`config.mk`:
```
export PLATFORM = sky130hd
export DESIGN_NAME = synth_spi_regs
export DESIGN_NICKNAME = d
export VERILOG_FILES = /design/src/rtl/synth_spi_regs.sv
export SDC_FILE = /design/constraint.sdc
export NUM_CORES = 1
export LEC_CHECK = 0
export CAP_MARGIN = 20
export CORE_MARGIN = 4
export CORE_UTILIZATION = 52
export CTS_CLUSTER_SIZE = 25
export DETAILED_ROUTE_END_ITERATION = 10
export PLACE_DENSITY = 0.87
export SETUP_SLACK_MARGIN = 0.05
export SLEW_MARGIN = 10
export SYNTH_ARGS = -nofsm -noshare
export SYNTH_HDL_FRONTEND = slang
export SYNTH_SLANG_ARGS = --single-unit
```
`constraint.sdc`:
```
create_clock -name clk -period 2.16 [get_ports clk]
set_clock_uncertainty 0.05 [all_clocks]
set_input_delay 0.324 -clock clk [delete_from_list [all_inputs] [get_ports clk]]
set_output_delay 0.324 -clock clk [all_outputs]
set_load 0.01 [all_outputs]
```
`src/rtl/synth_spi_regs.sv`:
```
// SPI-to-register bridge for a synth voice: eight byte registers loaded by 16-bit SPI frames.
// Optional macro SYNTH_SPI_READBACK_EN adds spi_miso read-back. The release register port is named release_ because "release" is a reserved word.
`timescale 1ns/1ps

module synth_spi_regs (
    input  logic        clk,
    input  logic        rst,
    input  logic        spi_clk,
    input  logic        spi_mosi,
    input  logic        spi_nss,
    output logic [15:0] osc_inc,
    output logic [7:0]  attack,
    output logic [7:0]  decay,
    output logic [7:0]  sustain,
    output logic [7:0]  release_,
    output logic [7:0]  volume,
    output logic [7:0]  ctrl,
    output logic        wr_stb,
    output logic        frame_err
`ifdef SYNTH_SPI_READBACK_EN
    ,
    output logic        spi_miso
`endif
);

    typedef enum logic [1:0] {IDLE, SHIFT, HOLD} state_t;

    state_t      r_state;
    state_t      w_nextState;

    logic [2:0]  r_sclkSync;
    logic [1:0]  r_mosiSync;
    logic [1:0]  r_nssSync;
    logic        r_nssPrev;
    logic [4:0]  r_bitCnt;
    logic [15:0] r_shift;
    logic        r_frameDone;

    logic [15:0] r_oscInc;
    logic [7:0]  r_staging;
    logic [7:0]  r_attack;
    logic [7:0]  r_decay;
    logic [7:0]  r_sustain;
    logic [7:0]  r_release;
    logic [7:0]  r_volume;
    logic [7:0]  r_ctrl;
    logic        r_wrStb;
    logic        r_frameErr;

    logic        w_sclkRise;
    logic        w_sclkFall;
    logic        w_nss;
    logic        w_nssFall;
    logic        w_mosi;
    logic        w_lastBit;
    logic        w_rw;
    logic [3:0]  w_rsvd;
    logic [2:0]  w_addr;
    logic [7:0]  w_data;
    logic        w_writeOk;
    logic        w_frameBad;

    assign w_sclkRise = r_sclkSync[1] & ~r_sclkSync[2];
    assign w_sclkFall = ~r_sclkSync[1] & r_sclkSync[2];
    assign w_nss      = r_nssSync[1];
    assign w_nssFall  = r_nssPrev & ~w_nss;
    assign w_mosi     = r_mosiSync[1];
    assign w_lastBit  = (r_state == SHIFT) && w_sclkRise && !w_nss && (r_bitCnt == 5'd15);

    // Synchronizers reset to "nss low" so a frame only starts after nss has been seen high.
    always_ff @(posedge clk) begin
        if (rst) begin
            r_sclkSync <= '0;
            r_mosiSync <= '0;
            r_nssSync  <= '0;
            r_nssPrev  <= 1'b0;
        end else begin
            r_sclkSync <= {r_sclkSync[1:0], spi_clk};
            r_mosiSync <= {r_mosiSync[0], spi_mosi};
            r_nssSync  <= {r_nssSync[0], spi_nss};
            r_nssPrev  <= w_nss;
        end
    end

    always_ff @(posedge clk) begin
        if (rst) begin
            r_state <= IDLE;
        end else begin
            r_state <= w_nextState;
        end
    end

    always_comb begin
        w_nextState = r_state;
        case (r_state)
            IDLE:    if (w_nssFall) w_nextState = SHIFT;
            SHIFT: begin
                if (w_nss)          w_nextState = IDLE;
                else if (w_lastBit) w_nextState = HOLD;
            end
            HOLD:    if (w_nss) w_nextState = IDLE;
            default: w_nextState = IDLE;
        endcase
    end

    always_ff @(posedge clk) begin
        if (rst) begin
            r_bitCnt    <= '0;
            r_shift     <= '0;
            r_frameDone <= 1'b0;
        end else begin
            r_frameDone <= w_lastBit;
            if (r_state == IDLE && w_nssFall) begin
                r_bitCnt <= '0;
            end else if (r_state == SHIFT && !w_nss && w_sclkRise) begin
                r_shift  <= {r_shift[14:0], w_mosi};
                r_bitCnt <= r_bitCnt + 5'd1;
            end
        end
    end

    assign w_rw       = r_shift[15];
    assign w_rsvd     = r_shift[14:11];
    assign w_addr     = r_shift[10:8];
    assign w_data     = r_shift[7:0];
    assign w_writeOk  = r_frameDone && !w_rw && (w_rsvd == 4'd0);
    assign w_frameBad = r_frameDone && !w_rw && (w_rsvd != 4'd0);

    // Commit one cycle after the 16th bit; osc_inc only moves on the high-byte write.
    always_ff @(posedge clk) begin
        if (rst) begin
            r_oscInc   <= 16'h0100;
            r_staging  <= 8'h00;
            r_attack   <= 8'h10;
            r_decay    <= 8'h10;
            r_sustain  <= 8'h80;
            r_release  <= 8'h20;
            r_volume   <= 8'hFF;
            r_ctrl     <= 8'h00;
            r_wrStb    <= 1'b0;
            r_frameErr <= 1'b0;
        end else begin
            r_wrStb    <= w_writeOk;
            r_frameErr <= w_frameBad;
            if (w_writeOk) begin
                case (w_addr)
                    3'd0: r_staging <= w_data;
                    3'd1: r_oscInc  <= {w_data, r_staging};
                    3'd2: r_attack  <= w_data;
                    3'd3: r_decay   <= w_data;
                    3'd4: r_sustain <= w_data;
                    3'd5: r_release <= w_data;
                    3'd6: r_volume  <= w_data;
                    3'd7: r_ctrl    <= w_data;
                    default: ;
                endcase
            end
        end
    end

    assign osc_inc   = r_oscInc;
    assign attack    = r_attack;
    assign decay     = r_decay;
    assign sustain   = r_sustain;
    assign release_  = r_release;
    assign volume    = r_volume;
    assign ctrl      = r_ctrl;
    assign wr_stb    = r_wrStb;
    assign frame_err = r_frameErr;

`ifdef SYNTH_SPI_READBACK_EN
    logic [7:0] w_readVal;
    logic [7:0] r_misoShift;
    logic       r_misoActive;

    // After 8 bits the header byte sits in r_shift[7:0].
    always_comb begin
        w_readVal = 8'h00;
        case (r_shift[2:0])
            3'd0: w_readVal = r_staging;
            3'd1: w_readVal = r_oscInc[15:8];
            3'd2: w_readVal = r_attack;
            3'd3: w_readVal = r_decay;
            3'd4: w_readVal = r_sustain;
            3'd5: w_readVal = r_release;
            3'd6: w_readVal = r_volume;
            3'd7: w_readVal = r_ctrl;
            default: w_readVal = 8'h00;
        endcase
    end

    always_ff @(posedge clk) begin
        if (rst) begin
            r_misoShift  <= '0;
            r_misoActive <= 1'b0;
        end else if (r_state != SHIFT) begin
            r_misoShift  <= '0;
            r_misoActive <= 1'b0;
        end else if (w_sclkFall && !w_nss) begin
            if (r_bitCnt == 5'd8 && r_shift[7]) begin
                r_misoShift  <= w_readVal;
                r_misoActive <= 1'b1;
            end else if (r_misoActive) begin
                r_misoShift <= {r_misoShift[6:0], 1'b0};
            end
        end
    end

    assign spi_miso = r_misoActive & r_misoShift[7] & (r_state == SHIFT);
`endif

endmodule

```
# --- Yosys cells after proc, flatten, opt, wreduce, memory -nomap -nowiden ---
# Cells that the tools add are included.
totals:
  regBits: 106
  input_bits: 5
  out_inout_bits: 66
  word_cells: 68
op_classes:
  n_reduce_logical: 26
  n_eq_ne: 13
  bitwise: 5
  mux: 5
  n_addsub: 1
ops:
  columns: ["cell", "n"]
  rows:
  - ["2-bit AND reduction", 9]
  - ["3-bit == test (second input constant)", 4]
  - ["1-bit logical AND", 9]
  - ["2-bit two-way mux", 4]
  - ["3-bit by 2-bit == test with 1-bit output (second input constant)", 2]
  - ["2-bit case mux with 3 select lines", 1]
  - ["5-bit by 1-bit adder with 5-bit output (second input constant)", 1]
  - ["5-bit by 4-bit == test with 1-bit output (second input constant)", 1]
  - ["4-bit logical NOT", 1]
  - ["2-bit != test (second input constant)", 2]
  - ["4-bit nonzero test", 1]
  - ["3-bit by 1-bit == test with 1-bit output (second input constant)", 1]
  - ["3-bit logical NOT", 1]
  - ["3-bit != test (second input constant)", 1]
  - ["1-bit inverter", 3]
  - ["3-bit AND reduction", 1]
  - ["1-bit bitwise AND", 2]
  - ["2-bit by 1-bit == test with 1-bit output (second input constant)", 1]
  - ["2-bit == test (second input constant)", 1]
  - ["1-bit logical NOT", 2]
  - ["2-bit logical NOT", 1]
  - ["2-bit OR reduction", 1]

# --- Depth between registers and ports, before layout ---
# Gate-level depths: netlist of run 1.
depth:
  ltp_word: 8
  ltp_mapped: 5
  ltp_nobuf: 5

# --- Least setup slack after synthesis of run 1 ---
# Ideal clock, no wire load.
synth_path:
  path_type: "register to register"
  start: "register r_state[1]"
  end: "register r_bitCnt[0]"
  path_stages_with_launch: 5
  t_required_ns: 2.040
  n_path_buf: 1
  setup_ns: 0.070
  path_slack_ns: 0.640
  arrival_ns: 1.401
  synth_period_minus_slack_ns: 1.520
  cell_sequence: "dfxtp_1 or4b_4 buf_6 or3_1 a21oi_1"
synth_between:
  elab_chain_len: 3
  elab_cells_between_ends: 6
  cone_classes: "eq/ne (1); reduce/logical (5)"
synth_rtl:
  columns: ["element", "line_no", "source"]
  rows:
  - ["from (decl)", "28", "state_t r_state;"]
  - ["from (signal assigned)", "89", "r_state <= w_nextState;"]
  - ["2-bit by 1-bit == test with 1-bit output or 2-bit logical NOT (tied branches)", "115, 113", null]
  - ["1-bit logical AND (on tied branches)", "115, 113", null]
  - ["1-bit logical AND or 2-bit OR reduction (tied branches)", null, null]
  - ["to (signal assigned)", "117", "r_bitCnt <= r_bitCnt + 5'd1;"]
  - ["to (decl)", "35", "logic [4:0] r_bitCnt;"]
# Parallel ways exist; a longest one is shown, timed or not.
# A chain may end at the register's enable or synchronous reset.

# --- Worst setup path after layout of run 1 ---
layout_path:
  start: "register r_shift[14]"
  end: "register r_oscInc[3] (netlist: osc_inc[3])"
layout_between:
  elab_chain_len: 3
layout_rtl:
  columns: ["element", "line_no", "source"]
  rows:
  - ["from (decl)", "36", "logic [15:0] r_shift;"]
  - ["from (signal assigned)", "116", "r_shift <= {r_shift[14:0], w_mosi};"]
  - ["4-bit logical NOT", "126", "assign w_writeOk = r_frameDone && !w_rw && (w_rsvd == 4'd0);"]
  - ["1-bit logical AND", "126", null]
  - ["2-bit AND reduction (no source line)", null, null]
  - ["to (signal assigned)", "148", "3'd1: r_oscInc <= {w_data, r_staging};"]
  - ["to (decl)", "39", "logic [15:0] r_oscInc;"]
# Every way passes these cells.

==> results.toml, run 1 <==
[outcome]
status = "finished, final reports clean"

[min_path]
hold_path_end = "r_sclkSync[2]$_SDFF_PP0_"
hold_class = "in2reg"
whs_path_depth = 2
worstHoldStart = "rst"

[clock_network]
postCtsHoldBufs = 0
ctsHtreeMaxLevel = 3
cts_buffers = 9
cts_tree = "yes"
cts_buffer_depth = 2
cts_setup_buffers = 0
cts_root_buf = "clkbuf_8"
clkTransAtPathRegs_ns = 0.10
clock-sinks = 106
cts_resized = 0
clk_latency_ns = 0.36

[critical_path]
r2r-start = "r_shift[14]$_SDFFE_PP0P_"
timing.rr.end = "osc_inc[3]$_SDFFE_PP0P_"
cp-start-kind = "flop"
cp-end-kind = "flop"
r2r_slack_ns = 0.45
cp_data_required_time_ns = 2.40
crit_fanout = 14
arrival_ns = 1.95
criticalPathCategory = "reg2reg"
rr_worst_depth = 4

[logic_synthesis]
syn_avg_cell_area_um2 = 10.3
syn_area_um2 = 4160
yosysUniqueCellTypes = 32
seq_area_frac_synth_pct = 51.0
yosysWarnings = 0
syn_inst = 403
synth_edf_count = 0
synth_area_leaders = "dfxtp_1 (51%), mux2i_1 (18%), nand2b_1 (10%)"
synth_top_area_share_pct = 51.0
ys_ff_latch = 106
async_flop_share_pct = 0
ys.flop_type = "dfxtp_1"
synth_nets = 410
synth_top_area_cell = "dfxtp_1"

[sta]
finalHoldViolCount = 0
max_freq_ghz = 0.585
setup_tns_ns = 0
fin_crit_sh_pct = 79.1
rsz0062_at_grt = "no"
slew_headroom_pct = 64.4
finalCriticalPeriod_ns = 1.71
tightest_slew_ns = 0.534
setup_viol_count_final = 0
slew_viol_final = 0

[routing]
drtAntennaViolNets = 0
initialDrtViolationCount = 158
wl_per_cell_um = 15.9
dr.pass1.iters = 4
vias = 3016
wirelength_mm = 9.06
vias_per_cell = 5.29
drc_errors = 0

[layout]
antenna_cells = 0
syn_to_final_growth_pct = 23.4
fill_cells = 614
layout.cells.non_filler = 570
post_route_cells_drive_above_1_share_pct = 7.91
fin_nets = 471

[placed_design]
hpwl_mm = 6.22
dp_cells = 555
place_congestion = 0.755
io_buffers = 70

[floorplan]
ios = 71
dieHeight_um = 97.4
rows = 32
initial_utilization_pct = 53.5
die_area_um2 = 9490
core-area_um2 = 7770
die_w_um = 97.4

[grt]
grt-ovfl-total = 0
grt_pass1_vias = 3043
grt_pass1_wl_mm = 15.1
track_usage_pct = 19.5
antenna_found_initial = 0
grt_max_degree = 40

[flow_run]
drv_cap = 0

[pwr]
cellPowerDensity_nw_per_um2 = 639
ir_drop_mv = 0.476
finalPower_w = 0.00328
p_leak_nw = 2.09
==> synthesized netlist by cell type (all sizes together), types with 3 or more instances <==
cell type and number:
mux2i 74, nand3 26, nand2b 68, o21ai 18, nor3 3, buf 6
nor2 24, and3 5, a21oi 19, nor2b 9, clkbuf 22, dfxtp 106
==> metrics by stage <==
| step | hold slack [ns] | utilization [%] | setup slack, ns | instance area (um^2) |
|---|---|---|---|---|
| 6_report | 0.336 | 66.0 | 0.451 | 5130 |
| 5_1_grt | 0.351 | 66.0 | 0.312 | 5130 |
| 4_1_cts | 0.323 | 66.0 | 0.447 | 5130 |
| 3_5_place_dp | 0.372 | 63.5 | 0.477 | 4930 |
| 3_3_place_gp | 0.370 | 63.5 | 0.561 | 4930 |
| 2_1_floorplan | 0.364 | - | 0.640 | 4160 |
==> cells by family (layout without fill, tap and decap cells) <==
group,count (synthesis),count (layout),share of synthesized area [%]
DFF,106,106,51.0
AOI/OAI and AO/OA,39,39,4.88
and+or+nand+nor,152,152,22.6
adders and majority gates,2,2,0.602
buffers and inverters,30,95,3.04
muxes,74,74,17.8
==> cells in the final DEF, fill, tap and decap left out, drive strengths merged <==
master / instances
nor4bb: 1
clkinvlp: 3
and3: 5
nor3b: 1
mux2i: 74
nor2: 24
o21ai: 18
or3: 1
buf: 9
nand2b: 68
clkbuf: 10
nor4b: 2
inv: 3
ha: 2
bufinv: 1
nand3: 26
nor4: 1
and4: 1
nand4: 2
nor2b: 9
a211oi: 1
or4b: 2
a21oi: 19
clkdlybuf4s50: 69
o211a: 1
or2b: 1
dfxtp: 106
and3b: 1
or3b: 2
nor3: 3
nand3b: 2
==> critical path: stages, from the launching register on <==
cell	delay, ns
dfxtp_1	0.35
nor4_4	0.27
buf_4	0.23
and3_1	0.48
mux2i_1	0.25
==> per-layer routing <==
metal  routed length (um)  track usage, %
met5                    0               0
met4                  126            5.32
met3                  451            4.67
met2                 4420            33.4
met1                 4060            24.6
==> power breakdown <==
| group | internal (W) | total [W] | switching (W) | leakage (nW) |
|---|---|---|---|---|
| clock | 0.000569 | 0.00123 | 0.000658 | 0.0925 |
| combinational | 0.0000404 | 0.0000903 | 0.0000500 | 1.14 |
| sequential | 0.00196 | 0.00196 | 0.00000355 | 0.855 |
==> final cells by class <==
class | instances | area [um^2] | area share (%)
repair buffers | 78 | 756 | 14.7
clock inverters | 5 | 63.8 | 1.24
well taps | 102 | 128 | 2.49
clock buffers | 10 | 138 | 2.68
flip-flops and latches | 106 | 2120 | 41.4
multi-input cells | 267 | 1920 | 37.3
inverters | 2 | 7.51 | 0.146
==> how the worst max path moves through the flow <==
stage / from / endpoint / slack [ns]
floorplan: r_state[1]$_SDFFE_PP0P_ / r_bitCnt[0]$_SDFFE_PP0P_ / 0.64
global placement: r_shift[14]$_SDFFE_PP0P_ / osc_inc[0]$_SDFFE_PP0P_ / 0.56
detailed placement: r_shift[14]$_SDFFE_PP0P_ / osc_inc[3]$_SDFFE_PP0P_ / 0.48
CTS: r_shift[14]$_SDFFE_PP0P_ / osc_inc[3]$_SDFFE_PP0P_ / 0.45
global route: r_shift[14]$_SDFFE_PP0P_ / osc_inc[3]$_SDFFE_PP0P_ / 0.31
finish: r_shift[14]$_SDFFE_PP0P_ / osc_inc[3]$_SDFFE_PP0P_ / 0.45
(Power assumes the default switching activity.)
==> inputs of run 2 (changes only) <==
==> constraint.sdc (replaced) <==
create_clock -name clk -period 1.7 [get_ports clk]
set_clock_uncertainty 0.05 [all_clocks]
set_input_delay 0.255 -clock clk [delete_from_list [all_inputs] [get_ports clk]]
set_output_delay 0.255 -clock clk [all_outputs]
set_load 0.01 [all_outputs]
==> run 2 against run 1 <==
Effect of this change: combinational power rose by 33%; largest cell class unchanged; sequential share of layout area fell by 0.96 points; register-to-register slack got worse by 0.36 ns; largest power group unchanged; critical path depth fell by 3; routed wire length rose by 2.2%; hold slack got worse by 0.087 ns; critical endpoint is now ctrl[7]; global-route usage fell by 0.44 points; sequential cell count did not move; worst setup slack got worse by 0.36 ns; sequential power rose by 28%.
==> results.toml, run 2 (synthesis results as in run 1) <==
[outcome]
status = "finished, final reports clean"

[placed_design]
hpwl_mm = 6.49
dp_cells = 564
place_congestion = 0.768
pre_cts_ws_ns = 0.114
io_buffers = 70

[pwr]
ir_drop_mv = 0.638
cellPowerDensity_nw_per_um2 = 774
p_leak_nw = 2.21

[grt]
antenna_found_initial = 0
grt-ovfl-total = 0
grt_pass1_wl_mm = 14.7
track_usage_pct = 19.1
grt_max_degree = 40
grt_pass1_vias = 3076

[sta]
rsz0062_at_grt = "no"
slew_headroom_pct = 71.3
slew_viol_final = 0
setup_tns_ns = 0
setup_viol_count_final = 0
finalHoldViolCount = 0
tightest_slew_ns = 0.430
max_freq_ghz = 0.620
setup_slack_ns = 0.0873
fin_crit_sh_pct = 94.9
finalCriticalPeriod_ns = 1.61

[routing]
drc_errors = 0
dr.pass1.iters = 4
vias_per_cell = 5.36
initialDrtViolationCount = 179
wirelength_mm = 9.25
vias = 3113
wl_per_cell_um = 15.9
drtAntennaViolNets = 0

[critical_path]
r2r_slack_ns = 0.09
cp-end-kind = "primary output"
cp_top_family = "buffers and inverters"
rr_worst_depth = 3
cp_data_required_time_ns = 1.39
max_stage_delay_ns = 0.55
criticalPathCategory = "reg2out"
cpMaxStageDelayCell = "clkdlybuf4s50_1"
crit_fanout = 2
r2r-start = "r_nssSync[1]$_SDFF_PP0_"
cp_cell_sequence = "clkdlybuf4s50_1"
arrival_ns = 1.31
critical_path_buf_inv_count = 1
cp-start-kind = "flop"
timing.rr.end = "r_bitCnt[0]$_SDFFE_PP0P_"

[floorplan]
initial_utilization_pct = 53.5
dieHeight_um = 97.4
die_w_um = 97.4
ios = 71
core-area_um2 = 7770
die_area_um2 = 9490
rows = 32

[flow_run]
drv_cap = 0

[layout]
post_route_cells_drive_above_1_share_pct = 11.5
antenna_cells = 0
final_common_cell = "dfxtp_1"
layout.cells.non_filler = 581
mostFrequentLayoutCells = "dfxtp_1 (102), mux2i_1 (74), nand2b_1 (68)"
multi_input_area_um2 = 1950
syn_to_final_growth_pct = 26.8
register_area_um2 = 2130
fin_nets = 481
fill_cells = 594

[min_path]
whs_path_depth = 2
hold_class = "in2reg"
hold_path_end = "r_shift[7]$_SDFFE_PP0P_"
worstHoldStart = "rst"

[clock_network]
clkTransAtPathRegs_ns = 0.10
clock-sinks = 106
ctsHtreeMaxLevel = 3
cts_root_buf = "clkbuf_8"
cts_tree = "yes"
cts_buffers = 9
clk_latency_ns = 0.38
postCtsHoldBufs = 0
cts_buffer_depth = 2
## run 2: changes by cell type in the layout (fill, tap and decap cells not counted), sizes merged, moves of 2 or more
| cell | delta |
|---|---|
| inv | +2 |
| dlymetal6s2s | +6 |
| clkdlybuf4s50 | -6 |
| clkinvlp | -3 |
| buf | +9 |
| clkinv | +4 |
## run 2: metal layers
| layer | global-route usage, % | vias up | part of all wire [%] |
|---|---|---|---|
| met5 | 0 | - | 0 |
| met4 | 5.96 | 0 | 1.4 |
| met3 | 5.38 | 12 | 5.2 |
| met2 | 31.8 | 84 | 49 |
| met1 | 24.0 | 1491 | 44 |
| li1 | - | 1526 | - |
## run 2: worst max path at each step
stage | start | endpoint | slack [ns] | cells past startpoint
2_1_floorplan | r_state[1]$_SDFFE_PP0P_ | r_bitCnt[0]$_SDFFE_PP0P_ | 0.18 | 4
3_3_place_gp | r_state[1]$_SDFFE_PP0P_ | r_state[1]$_SDFFE_PP0P_ | 0.12 | 3
3_5_place_dp | r_state[1]$_SDFFE_PP0P_ | r_bitCnt[0]$_SDFFE_PP0P_ | 0.11 | 3
4_1_cts | r_state[1]$_SDFFE_PP0P_ | r_bitCnt[0]$_SDFFE_PP0P_ | 0.06 | 3
5_1_grt | r_nssSync[1]$_SDFF_PP0_ | r_bitCnt[0]$_SDFFE_PP0P_ | 0.04 | 3
6_report | ctrl[7]$_SDFFE_PP0P_ | ctrl[7] | 0.09 | 1
## run 2: final cells by class
class                      instances  area share [%]
sequential                       106            40.4
clock buffer                       9            2.35
clock inverter                     7            1.16
inverter                           2           0.142
timing repair buffer              87            16.5
tap                              102            2.42
multi-input combinational        268            37.1
## run 2: where the power goes
| part | total (W) | leakage (nW) | switching, W | internal [W] |
|---|---|---|---|---|
| combinational | 0.000120 | 1.25 | 0.0000631 | 0.0000571 |
| clock | 0.00146 | 0.0971 | 0.000903 | 0.000558 |
| sequential | 0.00250 | 0.858 | 0.00000745 | 0.00249 |
| total | 0.00408 | 2.21 | 0.000974 | 0.00311 |
## run 2: timing repair
action                     CTS  global route
gates cloned                 0             1
setup endpoints to repair    1            24
gates resized for setup      1            17
hold endpoints to repair     0             0
pin swaps                    0             1
setup buffers                0             0
## run 2: per-stage QoR
stage	utilization [%]	instance area (um^2)	hold WS, ns	total power, W
global placement	64.6	5020	0.371	0.00267
detailed placement	64.6	5020	0.387	0.00267
global route	67.8	5270	0.245	0.00423
CTS	67.1	5220	0.228	0.00411
finish	67.8	5270	0.249	0.00408
floorplan	-	4160	0.333	0.00264
